**config.mk**
```make
export PLATFORM = sky130hd
export DESIGN_NAME = rank_mr_responder
export DESIGN_NICKNAME = d
export VERILOG_FILES = /design/src/rtl/rank_mr_responder.sv
export SDC_FILE = /design/constraint.sdc
export NUM_CORES = 1
export LEC_CHECK = 0
export BUFFER_PORTS_ARGS = -buffer_cell sky130_fd_sc_hd__buf_2
export CAP_MARGIN = 15
export CORE_MARGIN = 2
export CORE_UTILIZATION = 56
export CTS_CLUSTER_SIZE = 30
export DETAILED_ROUTE_END_ITERATION = 6
export HOLD_SLACK_MARGIN = 0.08
export PLACE_DENSITY = 0.79
export SYNTH_ARGS = -nofsm -noshare
export SYNTH_HDL_FRONTEND = slang
export SYNTH_SLANG_ARGS = --single-unit
```
**constraint.sdc**
```tcl
create_clock -name pclk_i -period 2.6 [get_ports pclk_i]
set_clock_uncertainty 0.2 [all_clocks]
set_input_delay 0.52 -clock pclk_i [delete_from_list [all_inputs] [get_ports pclk_i]]
set_output_delay 0.52 -clock pclk_i [all_outputs]
set_load 0.03 [all_outputs]
```
**src/rtl/rank_mr_responder.sv**
```systemverilog
// rank_mr_responder: per-rank engine that accepts MRW/MRR/PPR request edges,
// runs each op for a fixed latency and emits a one-cycle done pulse on expiry.
// Ports:
//   pclk_i, prst_i                    clock, async active-high reset
//   rank_mrw_i/rank_mrr_i/ppr_en_i    request levels per rank (rising edge = request)
//   ppr_fail_inj_i                    forces PPR fail; sampled when a PPR starts
//   mrw/mrr/ppr_done_status_o         one-cycle completion pulses
//   ppr_status_o                      1 = last PPR passed
//   busy_o                            engine active or request pending
//   ovf_o                             sticky: a request was dropped
module rank_mr_responder #(
  parameter int unsigned NB_RANK = 2,
  parameter int unsigned MRW_LAT = 4,
  parameter int unsigned MRR_LAT = 6,
  parameter int unsigned PPR_LAT = 16
) (
  input  logic               pclk_i,
  input  logic               prst_i,
  input  logic [NB_RANK-1:0] rank_mrw_i,
  input  logic [NB_RANK-1:0] rank_mrr_i,
  input  logic [NB_RANK-1:0] ppr_en_i,
  input  logic [NB_RANK-1:0] ppr_fail_inj_i,
  output logic [NB_RANK-1:0] mrw_done_status_o,
  output logic [NB_RANK-1:0] mrr_done_status_o,
  output logic [NB_RANK-1:0] ppr_done_status_o,
  output logic [NB_RANK-1:0] ppr_status_o,
  output logic [NB_RANK-1:0] busy_o,
  output logic [NB_RANK-1:0] ovf_o
);

  localparam int unsigned MAX_LAT_A = (MRW_LAT > MRR_LAT) ? MRW_LAT : MRR_LAT;
  localparam int unsigned MAX_LAT   = (PPR_LAT > MAX_LAT_A) ? PPR_LAT : MAX_LAT_A;
  localparam int unsigned CNT_W     = (MAX_LAT > 1) ? $clog2(MAX_LAT) : 1;

  // Bit order for request/pending/done vectors: [2]=PPR, [1]=MRW, [0]=MRR
  localparam int unsigned OP_W = 3;

  typedef enum logic [1:0] {
    ST_IDLE = 2'd0,
    ST_MRW  = 2'd1,
    ST_MRR  = 2'd2,
    ST_PPR  = 2'd3
  } state_e;

  for (genvar r = 0; r < int'(NB_RANK); r++) begin : g_rank
    state_e            state_q, state_d;
    logic [CNT_W-1:0]  cnt_q, cnt_d;
    logic [OP_W-1:0]   pend_q, pend_d;
    logic [OP_W-1:0]   prev_q, prev_d;
    logic [OP_W-1:0]   done_q, done_d;
    logic              stat_q, stat_d;
    logic              inj_q, inj_d;
    logic              ovf_q, ovf_d;
    logic              busy_q, busy_d;
    logic [OP_W-1:0]   req_v;
    logic [OP_W-1:0]   edge_v;
    logic              slot_free;
    logic              ppr_fin;

    assign req_v = {ppr_en_i[r], rank_mrw_i[r], rank_mrr_i[r]};

    // State and output registers
    always_ff @(posedge pclk_i or posedge prst_i) begin
      if (prst_i) begin
        state_q <= ST_IDLE;
        cnt_q   <= '0;
        pend_q  <= '0;
        prev_q  <= '0;
        done_q  <= '0;
        stat_q  <= 1'b0;
        inj_q   <= 1'b0;
        ovf_q   <= 1'b0;
        busy_q  <= 1'b0;
      end else begin
        state_q <= state_d;
        cnt_q   <= cnt_d;
        pend_q  <= pend_d;
        prev_q  <= prev_d;
        done_q  <= done_d;
        stat_q  <= stat_d;
        inj_q   <= inj_d;
        ovf_q   <= ovf_d;
        busy_q  <= busy_d;
      end
    end

    // Next-state: edge detect, pending capture, expiry and priority launch
    always_comb begin
      state_d   = state_q;
      cnt_d     = cnt_q;
      pend_d    = pend_q;
      done_d    = '0;
      stat_d    = stat_q;
      inj_d     = inj_q;
      ovf_d     = ovf_q;
      busy_d    = busy_q;
      slot_free = 1'b0;
      ppr_fin   = 1'b0;
      prev_d    = req_v;

      edge_v = req_v & ~prev_q;
      // A request whose pending slot is already occupied is lost
      if (|(edge_v & pend_q)) begin
        ovf_d = 1'b1;
      end
      pend_d = pend_q | edge_v;

      if (state_q == ST_IDLE) begin
        slot_free = 1'b1;
      end else if (cnt_q == '0) begin
        slot_free = 1'b1;
        state_d   = ST_IDLE;
        case (state_q)
          ST_MRW: done_d[1] = 1'b1;
          ST_MRR: done_d[0] = 1'b1;
          ST_PPR: begin
            done_d[2] = 1'b1;
            stat_d    = ~inj_q;
            ppr_fin   = 1'b1;
          end
          default: ;
        endcase
      end else begin
        cnt_d = cnt_q - CNT_W'(1);
      end

      if (slot_free) begin
        if (pend_d[2]) begin
          state_d   = ST_PPR;
          cnt_d     = CNT_W'(PPR_LAT - 1);
          pend_d[2] = 1'b0;
          inj_d     = ppr_fail_inj_i[r];
          // Back-to-back PPR: the finishing result stays visible with its pulse
          if (!ppr_fin) begin
            stat_d = 1'b0;
          end
        end else if (pend_d[1]) begin
          state_d   = ST_MRW;
          cnt_d     = CNT_W'(MRW_LAT - 1);
          pend_d[1] = 1'b0;
        end else if (pend_d[0]) begin
          state_d   = ST_MRR;
          cnt_d     = CNT_W'(MRR_LAT - 1);
          pend_d[0] = 1'b0;
        end
      end

      busy_d = (state_d != ST_IDLE) || (|pend_d);
    end

    assign ppr_done_status_o[r] = done_q[2];
    assign mrw_done_status_o[r] = done_q[1];
    assign mrr_done_status_o[r] = done_q[0];
    assign ppr_status_o[r]      = stat_q;
    assign busy_o[r]            = busy_q;
    assign ovf_o[r]             = ovf_q;
  end

endmodule

```
# After elaboration in Yosys (flattened, before gate mapping)

Index checks and enable logic that the tools add are counted.

Muxes and demuxes: 60
Add/sub/neg operators: 2
Bitwise gates (word level): 10
Reductions and logical operators: 14
Eq/ne operators: 6

Operator list:

| operator            | count |
|---|---|
| $mux 4              | 12 |
| $mux 1              | 28 |
| $mux 2              | 14 |
| $mux 3              | 6 |
| $and 3x3->3         | 4 |
| $reduce_or 3->1     | 4 |
| $eq 2x2->1 const B  | 4 |
| $logic_not 4->1     | 2 |
| $sub 4x1->4 const B | 2 |
| $not 3->3           | 2 |
| $or 3x3->3          | 2 |
| $eq 2x1->1 const B  | 2 |
| $logic_not 2->1     | 2 |
| $reduce_and 2->1    | 2 |
| $reduce_bool 2->1   | 2 |
| $logic_or 1x1->1    | 2 |
| $not 1->1           | 2 |

Input port bits: 10
Output and inout port bits: 12
Flip-flop bits (word level): 38

# Longest topological paths before layout

Gate-level depths: netlist of run 1.

Depth in word-level cells: 9
Mapped depth: 7
Depth with buffers taken out: 6

# Least setup slack after synthesis of run 1

OpenSTA, ideal clock, no wires.

Kind: reg-to-reg
Start point: register g_rank[0].cnt_q[0]
End point: register g_rank[0].cnt_q[0]
Slack: 0.678 ns
Period minus slack after synthesis: 1.922 ns
Stages on the path, launching flop included: 8
Data arrival time: 1.597 ns
Cells stage by stage: dfrtp_1 > inv_1 > ha_1 > or3b_1 > buf_6 > o21ai_4 > nand4_2 > mux2_4

Longest elaborated chain between the ends: 7
Elaborated cells on any way between the ends: 10
Those cells by class: 1 x add/sub; 8 x mux; 1 x reduce/logical

Ends and longest elaborated chain:

| item                                           | RTL line | RTL |
|---|---|---|
| from (decl)                                    | 47       | `logic [CNT_W-1:0] cnt_q, cnt_d;` |
| from (signal assigned)                         | 76       | `cnt_q <= cnt_d;` |
| $sub 4x1->4 or $logic_not 4->1 (tied branches) | 124, 110 |  |
| $mux 4                                         | 110      | `end else if (cnt_q == '0) begin` |
| $mux 4                                         | 108      | `if (state_q == ST_IDLE) begin` |
| $mux 4                                         | 141      | `end else if (pend_d[0]) begin` |
| $mux 4                                         | 137      | `end else if (pend_d[1]) begin` |
| $mux 4                                         | 128      | `if (pend_d[2]) begin` |
| $mux 4 *                                       | 127      | `if (slot_free) begin` |
| via g_rank[0].cnt_d[0]                         | 47       |  |

Mark *: on every way through the listed nets, which the timed path passes. The rest lies on a longest branch.
A chain may end at the register's enable or synchronous reset.

# Worst setup path after layout of run 1

Ends and elaborated chain as after synthesis.

==> results of run 1 <==
==> cell usage after synthesis (all sizes together) <==
| cell type | instances |
|---|---|
| and2 | 2 |
| nand2 | 17 |
| or2 | 1 |
| nor3b | 4 |
| a22oi | 2 |
| a41oi | 1 |
| a22o | 6 |
| a21o | 1 |
| nor3 | 1 |
| xor2 | 2 |
| clkbuf | 3 |
| nor2b | 6 |
| dfrtp | 38 |
| nor4 | 2 |
| o22a | 1 |
| or3b | 2 |
| a31oi | 3 |
| a21oi | 7 |
| o31a | 2 |
| inv | 5 |
| buf | 7 |
| ha | 2 |
| nor2 | 19 |
| o21ai | 6 |
| and3 | 2 |
| mux2i | 2 |
| nand4 | 2 |
| a211o | 1 |
| mux2 | 4 |
| o22ai | 2 |
==> metal layers <==
metal | track usage, % | vias up | wire [um]
met5 | 0 | - | 0
met4 | 7.79 | 0 | 15
met3 | 6.59 | 2 | 141
met2 | 35.5 | 30 | 1560
met1 | 22.5 | 605 | 1240
li1 | - | 583 | -
==> worst min path at each step <==
stage                                start                           to  slack (ns)  depth (start not counted)
6_report                 ppr_fail_inj_i[0]  g_rank[0].inj_q$_DFFE_PP0P_        0.19                          2
5_1_grt                  ppr_fail_inj_i[1]  g_rank[1].inj_q$_DFFE_PP0P_        0.17                          2
4_1_cts                  ppr_fail_inj_i[1]  g_rank[1].inj_q$_DFFE_PP0P_        0.17                          2
3_5_place_dp   g_rank[1].ovf_q$_DFFE_PP0P_  g_rank[1].ovf_q$_DFFE_PP0P_        0.25                          2
3_3_place_gp   g_rank[1].ovf_q$_DFFE_PP0P_  g_rank[1].ovf_q$_DFFE_PP0P_        0.25                          2
2_1_floorplan  g_rank[0].ovf_q$_DFFE_PP0P_  g_rank[0].ovf_q$_DFFE_PP0P_        0.24                          2
==> cell type report <==
cell class              count  share of cell area, %
repair buffers             30                   9.93
well taps                  31                   2.02
clock buffers               5                   1.96
multi-input cells         100                   33.4
flip-flops and latches     38                   49.6
clock inverters             3                   2.09
inverters                   5                  0.980
==> stage by stage <==
| stage | hold slack [ns] | setup slack (ns) | utilization (%) | instances |
|---|---|---|---|---|
| floorplan | 0.240 | 0.678 | - | 153 |
| global placement | 0.251 | 0.581 | 63.0 | 197 |
| detailed placement | 0.255 | 0.496 | 63.0 | 197 |
| CTS | 0.174 | 0.481 | 68.3 | 212 |
| global route | 0.174 | 0.400 | 68.3 | 212 |
| finish | 0.188 | 0.469 | 68.3 | 212 |
==> power by group through the flow <==
stage	Sequential, uW	Clock, uW	Combinational (uW)
2_1_floorplan	880	0	558
3_3_place_gp	907	0	630
3_5_place_dp	919	0	654
4_1_cts	907	407	670
5_1_grt	938	425	749
6_report	912	393	670
==> registers in the layout (all words and copies together), names as in the netlist <==
name,flops
g_rank.ovf_q,2
g_rank.prev_q,6
g_rank.busy_q,2
g_rank.done_q,6
g_rank.stat_q,2
g_rank.pend_q,6
g_rank.state_q,4
g_rank.inj_q,2
g_rank.cnt_q,8
==> kinds of logic (layout without fill, tap and decap cells) <==
| family | Yosys count | after routing | synth area share (%) |
|---|---|---|---|
| and+or+nand+nor | 58 | 58 | 17.8 |
| adders and majority gates | 2 | 2 | 1.49 |
| DFF | 38 | 38 | 56.7 |
| xor gates and xnor gates | 2 | 2 | 1.04 |
| muxes | 6 | 6 | 4.10 |
| buffers and inverters | 15 | 43 | 5.15 |
| AOI/OAI and AO/OA | 32 | 32 | 13.7 |
==> critical path, delay by kind of cell, from the launching register on <==
kind | cells | cell delay, ns
flops | 1 | 0.40
simple gates | 2 | 0.65
compound gates | 1 | 0.17
buf+inv | 1 | 0.10
mux | 1 | 0.28
fa+ha+maj | 1 | 0.23
==> results_dict.tcl, run 1 <==
set metrics [dict create \
    worst_pin_slew_ns 0.446 \
    reg2reg_depth 6 \
    area_delta_synth_final_pct 14.3 \
    drv_cap 0 \
    synthDistinctLibCells 41 \
    critical_path.cell_chain "inv_1 > ha_1 > or3b_1 > o21ai_4 > nand4_2 > mux2_4" \
    dr.pass1.iters 6 \
    io-pin-count 22 \
    swShare_pct 36.3 \
    cts_max_path_buffers 2 \
    p_leak_uw 0.000864 \
    synthTopCellsByArea "dfrtp_1 (57%), nor2_1 (4.0%), nand2_1 (3.8%)" \
    postCtsSetupRepairBufs 0 \
    cts_tree "built" \
    r2r_slack_ns 0.47 \
    portBuffers 21 \
    antenna_left 0 \
    p_comb_share_pct 33.9 \
    fin_nets 192 \
    dieArea_um2 3450 \
    grt_usage_pct 20.1 \
    cts_made_buffers 5 \
    diodes 0 \
    setup_viol 0 \
    wl_per_cell_um 14.0 \
    fin_tns_setup_ns 0 \
    grt_pass1_wl_um 5080 \
    via_count 1220 \
    first_global_vias 1185 \
    vdd_drop_max_mv 0.571 \
    critPathKind "flop to flop" \
    overflow 0 \
    yosysSeqAreaShare_pct 56.7 \
    cts_htree_levels 2 \
    initial_core_util_pct 59.8 \
    startpoint_type "flop" \
    drt_iter0_drc 30 \
    dp_hpwl_um 1980 \
    regArea_um2 951 \
    endpoint_kind "flop" \
    final_area_um2 1920 \
    ys_ff_latch 38 \
    period_share_pct 82.0 \
    crit_path_top_delay_cell "or3b_1" \
    core_um2 2810 \
    final_hold_viol_count 0 \
    timing.fmax_ghz 0.469 \
    clockRootBuffer "clkbuf_4" \
    synthesis.nets 165 \
    seqPwrFrac_pct 46.2 \
    p_int_uw 1260 \
    critical_path.startpoint "g_rank[0].cnt_q[0]$_DFF_PP0_" \
    reg2reg_from "g_rank[0].cnt_q[0]$_DFF_PP0_" \
    clk_pin_slew_worst_paths_ns 0.12 \
    syn-cell-area_um2 1680 \
    rsz0062_at_grt "no" \
    violations "DRC" \
    insertion_delay_ns 0.35 \
    antenna_found_initial 0 \
    crit_path_end "g_rank[0].cnt_q[0]$_DFF_PP0_" \
    rows 19 \
    r2r-end "g_rank[0].cnt_q[0]$_DFF_PP0_" \
    multi_input_area_um2 639 \
    fillers 220 \
    layout_commonest_cell "dfrtp_1" \
    drive_above_1_share_pct 22.1 \
    crit_fanout 7 \
    cts.repair.resized 0 \
    syn-instance-count 153 \
    cp_data_required_time_ns 2.63 \
    p_switching_uw 717 \
    place_congestion 0.893 \
    drc_errors 1 \
    die_height_um 58.7 \
    yosysTopAreaCellShare_pct 56.7 \
    p_clk_share_pct 19.9 \
    placed_cell_area_um2 1770 \
    power_uw 1970 \
    grt_max_degree 39 \
    p_per_area_nw_per_um2 1030 \
    synth_warnings 0 \
    status "finished, violations left" \
    wl_um 2960 \
    die_w_um 58.7 \
    final_max_slew_viol_count 0 \
    synth_top_area_cell "dfrtp_1" \
    max_stage_delay_ns 0.51 \
    avgSynthCellArea_um2 11.0 \
    cts_hold_buf 7 \
    worstPathArrival_ns 2.16 \
    drt-vias-per-instance 5.75 \
    clock_sinks 38 \
    hp-class "input pin to flop" \
    period_minus_slack_ns 2.13 \
    slew_headroom_pct 70.3 \
    layout_common_cells "dfrtp_1 (38), buf_2 (21), nor2_1 (18)" \
]
(Power assumes the default switching activity.)
==> inputs of run 2 (changes only) <==
Clock period 2.6 ns to 2.15 ns, I/O delays scaled along.
==> run 2 against run 1 <==
The flow still finishes with violations (DRC). Count of clock-buffer cells in the layout did not move. Register-to-register slack got worse by 0.36 ns. Non-clock buffer count rose by 3. Final cell count rose by 1.4%. Hold slack got worse by 0.080 ns. Setup slack got worse by 0.36 ns. Routed wire length fell by 1.0%. Critical path depth did not move. Die area did not move. Combinational power rose by 23%.
==> results_dict.tcl, run 2 (synthesis results as in run 1) <==
set metrics [dict create \
    rsz0062_at_grt "no" \
    drt-vias-per-instance 5.54 \
    final_max_slew_viol_count 0 \
    portBuffers 21 \
    endpoint_kind "flop" \
    p_per_area_nw_per_um2 1230 \
    cts_htree_levels 2 \
    drt_iter0_drc 35 \
    insertion_delay_ns 0.34 \
    period_share_pct 95.0 \
    io-pin-count 22 \
    status "finished, violations left" \
    dp_hpwl_um 2010 \
    clock_sinks 38 \
    layout_commonest_cell "dfrtp_1" \
    layoutNonFillerInstCount 215 \
    reg2reg_from "g_rank[1].cnt_q[0]$_DFF_PP0_" \
    die_height_um 58.7 \
    max_stage_delay_ns 0.42 \
    largest_reg_flops 8 \
    diodes 0 \
    cp_top_family "simple AND/OR/NAND/NOR gates" \
    worstPathArrival_ns 2.08 \
    grt_usage_pct 20.3 \
    die_w_um 58.7 \
    cp_data_required_time_ns 2.19 \
    path_buf_inv 1 \
    final_area_um2 1940 \
    p_leak_uw 0.000876 \
    wl_per_cell_um 13.6 \
    grt_pass1_wl_um 5200 \
    largest-register "g_rank.cnt_q" \
    critical_path.startpoint "g_rank[1].cnt_q[0]$_DFF_PP0_" \
    postCtsSetupRepairBufs 0 \
    slew_headroom_pct 70.3 \
    final_hold_viol_count 0 \
    dp.cells 199 \
    fillers 214 \
    multi_input_area_um2 642 \
    violations "DRC" \
    hp-class "input pin to flop" \
    antenna_left 0 \
    place_congestion 0.920 \
    hold_ws_ns 0.108 \
    crit_fanout 6 \
    via_count 1191 \
    critPathKind "flop to flop" \
    startpoint_type "flop" \
    period_minus_slack_ns 2.04 \
    worst_pin_slew_ns 0.446 \
    rows 19 \
    vdd_drop_max_mv 0.791 \
    clockRootBuffer "clkbuf_4" \
    crit_path_top_delay_cell "or3b_4" \
    grt_max_degree 39 \
    drive_above_1_share_pct 23.4 \
    regArea_um2 951 \
    cts_made_buffers 5 \
    drc_errors 1 \
    setup_viol 0 \
    timing.fmax_ghz 0.489 \
    layout_common_cells "dfrtp_1 (38), buf_2 (21), nor2_1 (18)" \
    cts_tree "built" \
    dr.pass1.iters 6 \
    cts_max_path_buffers 2 \
    fin_nets 195 \
    core_um2 2810 \
    area_delta_synth_final_pct 15.9 \
    setup_ws_ns 0.107 \
    dp_slack_ns 0.141 \
    placed_cell_area_um2 1780 \
    clk_pin_slew_worst_paths_ns 0.12 \
    initial_core_util_pct 59.8 \
    first_global_vias 1244 \
    overflow 0 \
    wl_um 2930 \
    worstHoldStart "ppr_fail_inj_i[1]" \
    dieArea_um2 3450 \
    critical_path.cell_chain "inv_1 > ha_2 > or3b_4 > o21ai_2 > nand4_1 > mux2_2" \
    antenna_found_initial 0 \
    fin_tns_setup_ns 0 \
    drv_cap 0 \
]
==> run 2: changes by cell type in the layout (fill, tap and decap cells not counted) <==
| cell | previous run | this run |
|---|---|---|
| ha_2 | 0 | 1 |
| ha_1 | 2 | 1 |
| dlygate4sd3_1 | 7 | 8 |
| buf_4 | 2 | 4 |
==> run 2: final timing paths <==
kind / to / depth (start not counted) / slack, ns
min in group asynchronous: g_rank[1].inj_q$_DFFE_PP0P_ / 4 / 0.52
min: g_rank[1].inj_q$_DFFE_PP0P_ / 2 / 0.11
min reg2reg: g_rank[1].ovf_q$_DFFE_PP0P_ / 2 / 0.27
max reg2reg: g_rank[1].cnt_q[0]$_DFF_PP0_ / 6 / 0.11
max: g_rank[1].cnt_q[0]$_DFF_PP0_ / 6 / 0.11
max in group asynchronous: g_rank[1].busy_q$_DFF_PP0_ / 4 / 0.91
==> run 2: stage by stage <==
| stage | utilization (%) | power [uW] |
|---|---|---|
| 6_report | 69.3 | 2400 |
| 3_5_place_dp | 63.6 | 1920 |
| 2_1_floorplan | - | 1740 |
| 3_3_place_gp | 63.6 | 1870 |
| 4_1_cts | 68.8 | 2410 |
| 5_1_grt | 69.3 | 2590 |
==> run 2: power breakdown <==
part           total (uW)  switching, uW  internal, uW
logic                 822            432           390
registers            1100            192           908
clock network         474            233           241
==> run 2: area by class of cell <==
class / count / share of cell area [%]
clock inverters: 3 / 2.06
clock buffers: 5 / 1.93
inverters: 5 / 0.966
multi-input cells: 100 / 33.0
flip-flops and latches: 38 / 48.9
repair buffers: 33 / 11.1
well taps: 31 / 2.00
==> run 2: repair_timing <==
action / in CTS / in global routing
hold buffers: 7 / 1
hold endpoints to repair: 44 / 1
gates resized for setup: 0 / 1
setup endpoints to repair: 0 / 1
==> run 2: layer usage <==
| layer | track usage (%) | share of wire (%) | wire (um) |
|---|---|---|---|
| met1 | 22.7 | 41 | 1190 |
| met2 | 35.5 | 54 | 1580 |
| met3 | 4.62 | 3.8 | 112 |
| met4 | 11.4 | 1.5 | 43 |
| met5 | 0 | 0 | 0 |
==> inputs of run 3 (changes only) <==
Settings changed: REMOVE_ABC_BUFFERS set to 1.
==> run 3 against run 2 <==
The flow still finishes with violations (DRC). Sequential power about the same. Combinational power about the same. Routed wire length decreased by 2.4%. Die area unchanged. Count of clock-buffer cells in the layout increased by 1. Total power increased by 6.3%. Largest cell class unchanged.
==> results_dict.tcl, run 3 (synthesis results as in run 1) <==
set metrics [dict create \
    status "finished, violations left" \
    violations "DRC" \
    die_height_um 58.7 \
    cts_htree_levels 2 \
    rsz0062_at_grt "no" \
    r2r_slack_ns 0.12 \
    crit_fanout 6 \
    rows 19 \
    cts_tree "built" \
    holdPathStages 2 \
    fillers 220 \
    min_to "g_rank[0].inj_q$_DFFE_PP0P_" \
    clock_sinks 38 \
    period_share_pct 94.3 \
    timing.fmax_ghz 0.493 \
    drt_iter0_drc 44 \
    die_w_um 58.7 \
    initial_core_util_pct 59.8 \
    core_um2 2810 \
    drc_errors 1 \
    grt_pass1_wl_um 4940 \
    slew_headroom_pct 69.7 \
    wl_um 2860 \
    dr.pass1.iters 6 \
    p_per_area_nw_per_um2 1290 \
    fin_nets 194 \
    area_delta_synth_final_pct 17.6 \
    p_clk_share_pct 24.4 \
    drt-vias-per-instance 5.56 \
    io-pin-count 22 \
    r2r-end "g_rank[1].cnt_q[0]$_DFF_PP0_" \
    endpoint_kind "flop" \
    antenna_left 0 \
    reg2reg_from "g_rank[1].cnt_q[1]$_DFF_PP0_" \
    place_congestion 0.897 \
    clk_pin_slew_worst_paths_ns 0.11 \
    critPathKind "flop to flop" \
    worst_pin_slew_ns 0.454 \
    multi_input_area_um2 647 \
    fin_tns_setup_ns 0 \
    p_leak_uw 0.000892 \
    first_global_vias 1150 \
    layout_commonest_cell "dfrtp_1" \
    antenna_found_initial 0 \
    cts_made_buffers 5 \
    power_uw 2550 \
    final_max_slew_viol_count 0 \
    hp-class "input pin to flop" \
    drv_cap 0 \
    seqPwrFrac_pct 43.3 \
    grt_usage_pct 19.4 \
    diodes 0 \
    largest-register "g_rank.cnt_q" \
    setup_viol 0 \
    dp_slack_ns 0.0683 \
    worstPathArrival_ns 2.07 \
    cp_data_required_time_ns 2.19 \
    setup_ws_ns 0.122 \
    portBuffers 21 \
    period_minus_slack_ns 2.03 \
    layout_common_cells "dfrtp_1 (38), buf_2 (21), nor2_1 (18)" \
    via_count 1189 \
    reg2reg_depth 6 \
    insertion_delay_ns 0.34 \
    vdd_drop_max_mv 1.02 \
    drive_above_1_share_pct 24.0 \
    p_int_uw 1690 \
    wl_per_cell_um 13.4 \
    swShare_pct 33.5 \
    clockRootBuffer "clkbuf_4" \
    largest_reg_flops 8 \
    final_hold_viol_count 0 \
    startpoint_type "flop" \
    overflow 0 \
    p_switching_uw 854 \
    p_comb_share_pct 32.3 \
    post-route-util_pct 70.3 \
    dieArea_um2 3450 \
    regArea_um2 951 \
    hold_ws_ns 0.101 \
    cts_max_path_buffers 2 \
    worstHoldStart "ppr_fail_inj_i[0]" \
    postCtsSetupRepairBufs 0 \
    dp_hpwl_um 1970 \
    grt_max_degree 39 \
]
[run 3: cell count changes in the layout (fill, tap and decap cells not counted), sizes merged]
cell and delta:
clkinv -2, clkbuf +1, bufinv +1, dlygate4sd3 -1
[run 3: how the worst max path moves through the flow]
stage	endpoint	slack [ns]	cells after the start	startpoint
finish	g_rank[1].cnt_q[0]$_DFF_PP0_	0.12	6	g_rank[1].cnt_q[1]$_DFF_PP0_
global route	g_rank[1].cnt_q[0]$_DFF_PP0_	0.03	6	g_rank[1].cnt_q[0]$_DFF_PP0_
CTS	g_rank[0].cnt_q[0]$_DFF_PP0_	0.06	6	g_rank[0].cnt_q[0]$_DFF_PP0_
detailed placement	g_rank[0].cnt_q[0]$_DFF_PP0_	0.07	6	g_rank[0].cnt_q[0]$_DFF_PP0_
global placement	g_rank[0].cnt_q[0]$_DFF_PP0_	0.15	6	g_rank[0].cnt_q[0]$_DFF_PP0_
floorplan	g_rank[0].cnt_q[0]$_DFF_PP0_	0.20	6	g_rank[0].cnt_q[0]$_DFF_PP0_
[run 3: power groups by stage]
stage          sequential (uW)  combinational (uW)  clock, uW
2_1_floorplan             1120                 579          0
3_3_place_gp              1100                 778          0
3_5_place_dp              1110                 804          0
4_1_cts                   1100                 818        631
5_1_grt                   1130                 915        664
6_report                  1100                 822        622
[run 3: what timing repair did]
action	CTS	global route
hold buffers	7	0
setup endpoints to repair	0	2
gates resized for setup	0	2
endpoints found under the hold margin	44	0
[run 3: layer usage]
layer	GRT usage [%]	up-vias	part of all wire [%]
li1	-	587	-
met1	22.3	570	41
met2	32.9	25	53
met3	6.81	7	4.3
met4	8.44	0	1.9
met5	0	-	0
[run 3: worst max-delay path, cell delays in order (launching register included)]
cell and delay, ns:
dfrtp_1 0.40, inv_1 0.08, ha_1 0.22, or3b_4 0.44
o21ai_2 0.14, nand4_1 0.15, mux2_2 0.30
[run 3: metrics by stage]
step           instance area [um^2]  instances
2_1_floorplan                  1610        143
3_3_place_gp                   1780        199
3_5_place_dp                   1780        199
4_1_cts                        1960        214
5_1_grt                        1970        214
6_report                       1970        214
[run 3: layout make-up]
type	count	share of cell area, %
clock buffer	6	2.60
tap	31	1.97
timing repair buffer	32	10.4
clock inverter	2	3.05
inverter	5	0.952
sequential	38	48.2
multi-input combinational	100	32.8
